--- src/rtl/iob_cache_axi_resp_pkg.sv ---
`default_nettype none
// Shared state encoding, response code and beat-size helper for iob_cache_axi_resp.
package iob_cache_axi_resp_pkg;

  typedef enum logic [1:0] {
    ST_IDLE = 2'd0,
    ST_WR   = 2'd1,
    ST_WR_B = 2'd2,
    ST_RD   = 2'd3
  } state_t;

  localparam logic [1:0] OKAY = 2'b00;

  function automatic int beat_bytes(input int data_w);
    return data_w / 8;
  endfunction

endpackage
`default_nettype wire

--- src/rtl/iob_cache_axi_resp_ctr.sv ---
`default_nettype none
// Burst address incrementer and remaining-beat down-counter for iob_cache_axi_resp.
module iob_cache_axi_resp_ctr #(
  parameter int ADDR_W = 32,
  parameter int LEN_W  = 8,
  parameter int STEP   = 4
) (
  input  logic              clk_i,
  input  logic              rst_i,
  input  logic              load,
  input  logic [ADDR_W-1:0] load_addr,
  input  logic [LEN_W-1:0]  load_len,
  input  logic              addr_inc,
  input  logic              cnt_dec,
  output logic [ADDR_W-1:0] addr,
  output logic              cnt_zero
);

  localparam logic [ADDR_W-1:0] STEP_V = ADDR_W'(STEP);

  logic [LEN_W-1:0] cnt;

  // Address wraps modulo 2^ADDR_W through plain unsigned overflow.
  always_ff @(posedge clk_i) begin
    if (rst_i) begin
      addr <= '0;
      cnt  <= '0;
    end else if (load) begin
      addr <= load_addr;
      cnt  <= load_len;
    end else begin
      if (addr_inc) addr <= addr + STEP_V;
      if (cnt_dec)  cnt  <= cnt - LEN_W'(1);
    end
  end

  assign cnt_zero = (cnt == '0);

endmodule
`default_nettype wire

--- src/rtl/iob_cache_axi_resp.sv ---
`default_nettype none
// AXI4 burst responder replaying each full-width beat as one native iob request.
// One transaction at a time; AW is preferred over AR when both are pending.
module iob_cache_axi_resp
  import iob_cache_axi_resp_pkg::*;
#(
  parameter int AXI_ADDR_W = 32,
  parameter int AXI_DATA_W = 32,
  parameter int AXI_LEN_W  = 8
) (
  input  logic                    clk_i,
  input  logic                    rst_i,
  input  logic [AXI_ADDR_W-1:0]   axi_awaddr_i,
  input  logic [AXI_LEN_W-1:0]    axi_awlen_i,
  input  logic                    axi_awvalid_i,
  output logic                    axi_awready_o,
  input  logic [AXI_DATA_W-1:0]   axi_wdata_i,
  input  logic [AXI_DATA_W/8-1:0] axi_wstrb_i,
  input  logic                    axi_wvalid_i,
  output logic                    axi_wready_o,
  output logic                    axi_bvalid_o,
  input  logic                    axi_bready_i,
  input  logic [AXI_ADDR_W-1:0]   axi_araddr_i,
  input  logic [AXI_LEN_W-1:0]    axi_arlen_i,
  input  logic                    axi_arvalid_i,
  output logic                    axi_arready_o,
  output logic [AXI_DATA_W-1:0]   axi_rdata_o,
  output logic                    axi_rlast_o,
  output logic                    axi_rvalid_o,
  input  logic                    axi_rready_i,
  output logic                    iob_avalid_o,
  output logic [AXI_ADDR_W-1:0]   iob_addr_o,
  output logic [AXI_DATA_W-1:0]   iob_wdata_o,
  output logic [AXI_DATA_W/8-1:0] iob_wstrb_o,
  input  logic                    iob_rvalid_i,
  input  logic [AXI_DATA_W-1:0]   iob_rdata_i,
  input  logic                    iob_ready_i
);

  localparam int BEAT_B = beat_bytes(AXI_DATA_W);

  state_t state;
  logic   rd_pending;

  logic                  aw_hs, ar_hs, w_hs, w_drop, nat_hs, wr_done, r_hs;
  logic                  ctr_load, ctr_inc, ctr_dec, ctr_zero;
  logic [AXI_ADDR_W-1:0] load_addr;
  logic [AXI_LEN_W-1:0]  load_len;

  assign aw_hs   = (state == ST_IDLE) && axi_awready_o && axi_awvalid_i;
  assign ar_hs   = (state == ST_IDLE) && axi_arready_o && axi_arvalid_i;
  assign w_hs    = (state == ST_WR) && axi_wready_o && axi_wvalid_i;
  assign w_drop  = w_hs && (axi_wstrb_i == '0);
  assign nat_hs  = iob_avalid_o && iob_ready_i;
  // A zero-strobe beat retires its address slot immediately, exactly as if written.
  assign wr_done = (state == ST_WR) && (nat_hs || w_drop);
  assign r_hs    = (state == ST_RD) && axi_rvalid_o && axi_rready_i;

  assign ctr_load  = aw_hs || ar_hs;
  assign load_addr = aw_hs ? axi_awaddr_i : axi_araddr_i;
  assign load_len  = aw_hs ? axi_awlen_i : axi_arlen_i;
  assign ctr_inc   = wr_done || ((state == ST_RD) && nat_hs);
  assign ctr_dec   = (wr_done || r_hs) && !ctr_zero;

  iob_cache_axi_resp_ctr #(
    .ADDR_W (AXI_ADDR_W),
    .LEN_W  (AXI_LEN_W),
    .STEP   (BEAT_B)
  ) u_ctr (
    .clk_i     (clk_i),
    .rst_i     (rst_i),
    .load      (ctr_load),
    .load_addr (load_addr),
    .load_len  (load_len),
    .addr_inc  (ctr_inc),
    .cnt_dec   (ctr_dec),
    .addr      (iob_addr_o),
    .cnt_zero  (ctr_zero)
  );

  always_ff @(posedge clk_i) begin
    if (rst_i) begin
      state         <= ST_IDLE;
      rd_pending    <= 1'b0;
      axi_awready_o <= 1'b0;
      axi_arready_o <= 1'b0;
      axi_wready_o  <= 1'b0;
      axi_bvalid_o  <= 1'b0;
      axi_rvalid_o  <= 1'b0;
      axi_rlast_o   <= 1'b0;
      axi_rdata_o   <= '0;
      iob_avalid_o  <= 1'b0;
      iob_wdata_o   <= '0;
      iob_wstrb_o   <= '0;
    end else begin
      // Address-channel readies are single-cycle pulses.
      axi_awready_o <= 1'b0;
      axi_arready_o <= 1'b0;
      unique case (state)
        ST_IDLE: begin
          if (aw_hs) begin
            state        <= ST_WR;
            axi_wready_o <= 1'b1;
          end else if (ar_hs) begin
            state <= ST_RD;
          end else if (!axi_awready_o && !axi_arready_o) begin
            if (axi_awvalid_i)      axi_awready_o <= 1'b1;
            else if (axi_arvalid_i) axi_arready_o <= 1'b1;
          end
        end
        ST_WR: begin
          if (w_hs && !w_drop) begin
            iob_avalid_o <= 1'b1;
            iob_wdata_o  <= axi_wdata_i;
            iob_wstrb_o  <= axi_wstrb_i;
            axi_wready_o <= 1'b0;
          end
          if (nat_hs) begin
            iob_avalid_o <= 1'b0;
            iob_wstrb_o  <= '0;
          end
          if (wr_done) begin
            if (ctr_zero) begin
              state        <= ST_WR_B;
              axi_wready_o <= 1'b0;
              axi_bvalid_o <= 1'b1;
            end else begin
              axi_wready_o <= 1'b1;
            end
          end
        end
        ST_WR_B: begin
          if (axi_bready_i) begin
            axi_bvalid_o <= 1'b0;
            state        <= ST_IDLE;
          end
        end
        ST_RD: begin
          if (!iob_avalid_o && !rd_pending && !axi_rvalid_o) iob_avalid_o <= 1'b1;
          if (nat_hs) begin
            iob_avalid_o <= 1'b0;
            rd_pending   <= 1'b1;
          end
          if (rd_pending && iob_rvalid_i) begin
            rd_pending   <= 1'b0;
            axi_rvalid_o <= 1'b1;
            axi_rdata_o  <= iob_rdata_i;
            axi_rlast_o  <= ctr_zero;
          end
          if (r_hs) begin
            axi_rvalid_o <= 1'b0;
            axi_rlast_o  <= 1'b0;
            if (ctr_zero) state <= ST_IDLE;
          end
        end
      endcase
    end
  end

endmodule
`default_nettype wire
--- config.mk ---
export PLATFORM = sky130hd
export DESIGN_NAME = iob_cache_axi_resp
export DESIGN_NICKNAME = d
export VERILOG_FILES = /design/src/rtl/iob_cache_axi_resp_pkg.sv /design/src/rtl/iob_cache_axi_resp_ctr.sv /design/src/rtl/iob_cache_axi_resp.sv
export SDC_FILE = /design/constraint.sdc
export NUM_CORES = 1
export LEC_CHECK = 0
export CAP_MARGIN = 20
export CORE_ASPECT_RATIO = 1.75
export CORE_MARGIN = 1
export CORE_UTILIZATION = 38
export CTS_CLUSTER_DIAMETER = 60
export DETAILED_ROUTE_END_ITERATION = 16
export PLACE_DENSITY = 0.77
export SKIP_LAST_GASP = 1
export SLEW_MARGIN = 20
export SYNTH_ARGS = -nofsm -noshare
export SYNTH_HDL_FRONTEND = slang
export SYNTH_HIERARCHICAL = 1
export SYNTH_SLANG_ARGS = --single-unit
--- constraint.sdc ---
create_clock -name clk_i -period 3.3 [get_ports clk_i]
set_clock_uncertainty 0.05 [all_clocks]
set_input_delay 0.66 -clock clk_i [delete_from_list [all_inputs] [get_ports clk_i]]
set_output_delay 0.66 -clock clk_i [all_outputs]
set_load 0.005 [all_outputs]
==> results.cfg <==
[placement]
gp_congestion = 0.880
post-place-ws_ns = -0.188
io_buffer_count = 263
hpwlAfterDp_um = 13900

[logic_synthesis]
post_syn_area_per_cell_um2 = 8.21
largest_cells_by_area_after_synthesis = sky130_fd_sc_hd__dfxtp_1 41%, sky130_fd_sc_hd__nand2_1 10%, sky130_fd_sc_hd__mux2_2 7.2%
synth_sequential_area_ratio_pct = 40.9
syn-instance-count = 703
netlist.area_leader.share_pct = 40.9
largest_area_contributor_in_the_netlist = sky130_fd_sc_hd__dfxtp_1
yosysMostFrequentCell = sky130_fd_sc_hd__nand2_1
synth.top_cells.by_count = 161 x sky130_fd_sc_hd__nand2_1, 118 x sky130_fd_sc_hd__dfxtp_1, 80 x sky130_fd_sc_hd__a21oi_1
count_of_flip_flops_with_a_built_in_enable_after_synthesis = 0
synth.ff_latch_count = 118
mappedNetlistArea_um2 = 5770
synth_nets = 863
synthArstFlopShare_pct = 0
synth_ff_type = sky130_fd_sc_hd__dfxtp_1
ys_warn_count = 6
synthDistinctLibCells = 67

[worst_setup_path]
worstPathCellList = clkdlybuf4s50_1 -> or4_4 -> o21ai_1 -> buf_4 -> nand2_1 -> or4_1 -> or4b_1 -> a311oi_1
worst-endpoint-required_ns = 3.57
crit_slowest_cell = sky130_fd_sc_hd__or4_4
worst_path_largest_cell_delay_ns = 0.60
setup.worst_path.class = in2reg
worstSetupEndpointType = flop
worstSetupStartpointType = primary input
critical_path_peak_fanout = 6
arrival_ns = 3.34

[grt]
groute.usage.overall_pct = 23.8
grt_first_pass_wirelength_um = 28800
maximum_number_of_pins_on_one_net_before_global_route_repair = 87
grt.overflow.total = 0
antenna_found_initial = 0
first_global_vias = 5956

[clock_network]
tritoncts = yes
cts.hold.buffers_added = 0
cts_htree_levels = 4
cts_setup_buffers = 0
post_cts_resize_count = 0
cts_max_path_buffers = 2
cts-buffers-inserted = 17
cts_sinks = 118
path_clk_slew_ns = 0.06
clock_insertion_delay_at_the_later_pin_of_the_skew_report_ns = 0.41
clk_root_buffer_cell = sky130_fd_sc_hd__clkbuf_16

[floorplanning]
initial_cell_density_of_the_core_pct = 38.9
floorplan.rows = 59
die-area_um2 = 15700
fp.dieH_um = 165
coreArea_um2 = 14800
die_width_um = 95.2
ios = 264

[timing]
final.period_utilization_pct = 93.2
number_of_setup_violations_in_the_final_report = 0
maxSlewHeadroom_pct = 39.8
layout_min_cycle_time_ns = 3.08
finalMaxSlewViolations = 0
holdWs_ns = 0.401
unrepaired_setup_endpoints_after_global_routing = false
worst-slew-pin-transition_ns = 0.903
fmaxAchievable_mhz = 325
hold_viol_final = 0
fin_ws_ns = 0.224

[route]
detail_route.iter0.violations = 216
mean_routed_wirelength_per_cell_um = 16.3
vias_per_cell = 5.31
total_via_count_after_detailed_routing = 6191
route.detailed.drc = 0
firstDrtPassIters = 5
drt-total-wl_um = 19000
ant_nets = 0

[final_layout]
finalNetCount = 1130
fill_cells = 1311
fraction_of_final_layout_cells_with_drive_strength_greater_than_1_pct = 12.6
final_core_util_pct = 62.6
antennaDiodeCount = 0
synthesis_to_layout_area_growth_pct = 60.8

[status]
status = complete, no violations

[pwr]
maximum_vdd_ir_drop_mv = 0.296
power_leakage_nw = 3.19
power_per_cell_area_nw_per_um2 = 468

[run]
maxCapViolations = 0

[min_path]
tightest_hold_check_type = reg2reg
-- metal layers --
layer / up-vias / global-route usage [%] / wire [um]
met5: - / 0 / 0
met3: 59 / 5.17 / 1370
met2: 283 / 44.3 / 10000
li1: 3039 / - / -
met4: 0 / 13.2 / 785
met1: 2810 / 23.8 / 6810
-- power by group --
part | switching, mW | internal [mW]
clock network | 0.731 | 1.14
logic | 0.341 | 0.493
registers | 0.127 | 1.51
-- kinds of logic after synthesis --
kind of cell	share of synthesized area (%)
buffers and inverters	4.94
and+or+nand+nor	25.8
adders and majority gates	0.650
xor gates and xnor gates	2.28
muxes	8.32
AOI/OAI and AO/OA	17.1
DFF	40.9
-- worst max-delay path, delay by kind of cell --
family | cells | cell delay (ns)
AO/OA/AOI/OAI | 2 | 0.45
AND/OR/NAND/NOR | 4 | 1.65
buffers and inverters | 2 | 0.57
-- through the flow --
stage               TNS [ns]  instance area [um^2]  power [mW]  instances
floorplan                  0                  5770        2.03        703
global placement      -0.487                  8690        2.49       1134
detailed placement     -1.45                  8690        2.50       1134
CTS                        0                  9280        4.38       1166
global route               0                  9280        4.54       1166
finish                     0                  9280        4.34       1166
-- layout by cell type, fill, tap and decap left out, types with 16 or more instances in the layout --
cell type and instances:
sky130_fd_sc_hd__a21oi_1 80, sky130_fd_sc_hd__buf_4 31, sky130_fd_sc_hd__clkbuf_16 17, sky130_fd_sc_hd__clkdlybuf4s50_1 262, sky130_fd_sc_hd__dfxtp_1 118, sky130_fd_sc_hd__inv_1 16
sky130_fd_sc_hd__mux2_2 37, sky130_fd_sc_hd__nand2_1 161, sky130_fd_sc_hd__nor2_1 47
-- sequential cells by signal (all words and copies together) (netlist names), 2 cells and up --
signal / flops
axi_rdata_o: 32
iob_wdata_o: 32
iob_wstrb_o: 4
state: 2
u_ctr/addr: 32
u_ctr/cnt: 8
-- final timing paths --
check | start | end | slack [ns] | depth (start not counted)
min | iob_wdata_o[9] | iob_wdata_o[9] | 0.40 | 2
max | axi_wstrb_i[2] | u_ctr/addr[18] | 0.22 | 8
min reg2reg | iob_wdata_o[9] | iob_wdata_o[9] | 0.40 | 2
max reg2reg | state[0] | u_ctr/addr[18] | 0.79 | 7
-- layout make-up --
| type | count | area (um^2) | share of cell area, % |
|---|---|---|---|
| clock buffers | 18 | 429 | 4.62 |
| multi-input cells | 522 | 3140 | 33.8 |
| flip-flops and latches | 118 | 2360 | 25.4 |
| repair buffers | 295 | 2900 | 31.2 |
| well taps | 183 | 229 | 2.47 |
| inverters | 16 | 60.1 | 0.647 |
| clock inverters | 14 | 169 | 1.82 |
No activity file was read; power rests on OpenSTA's default activity.
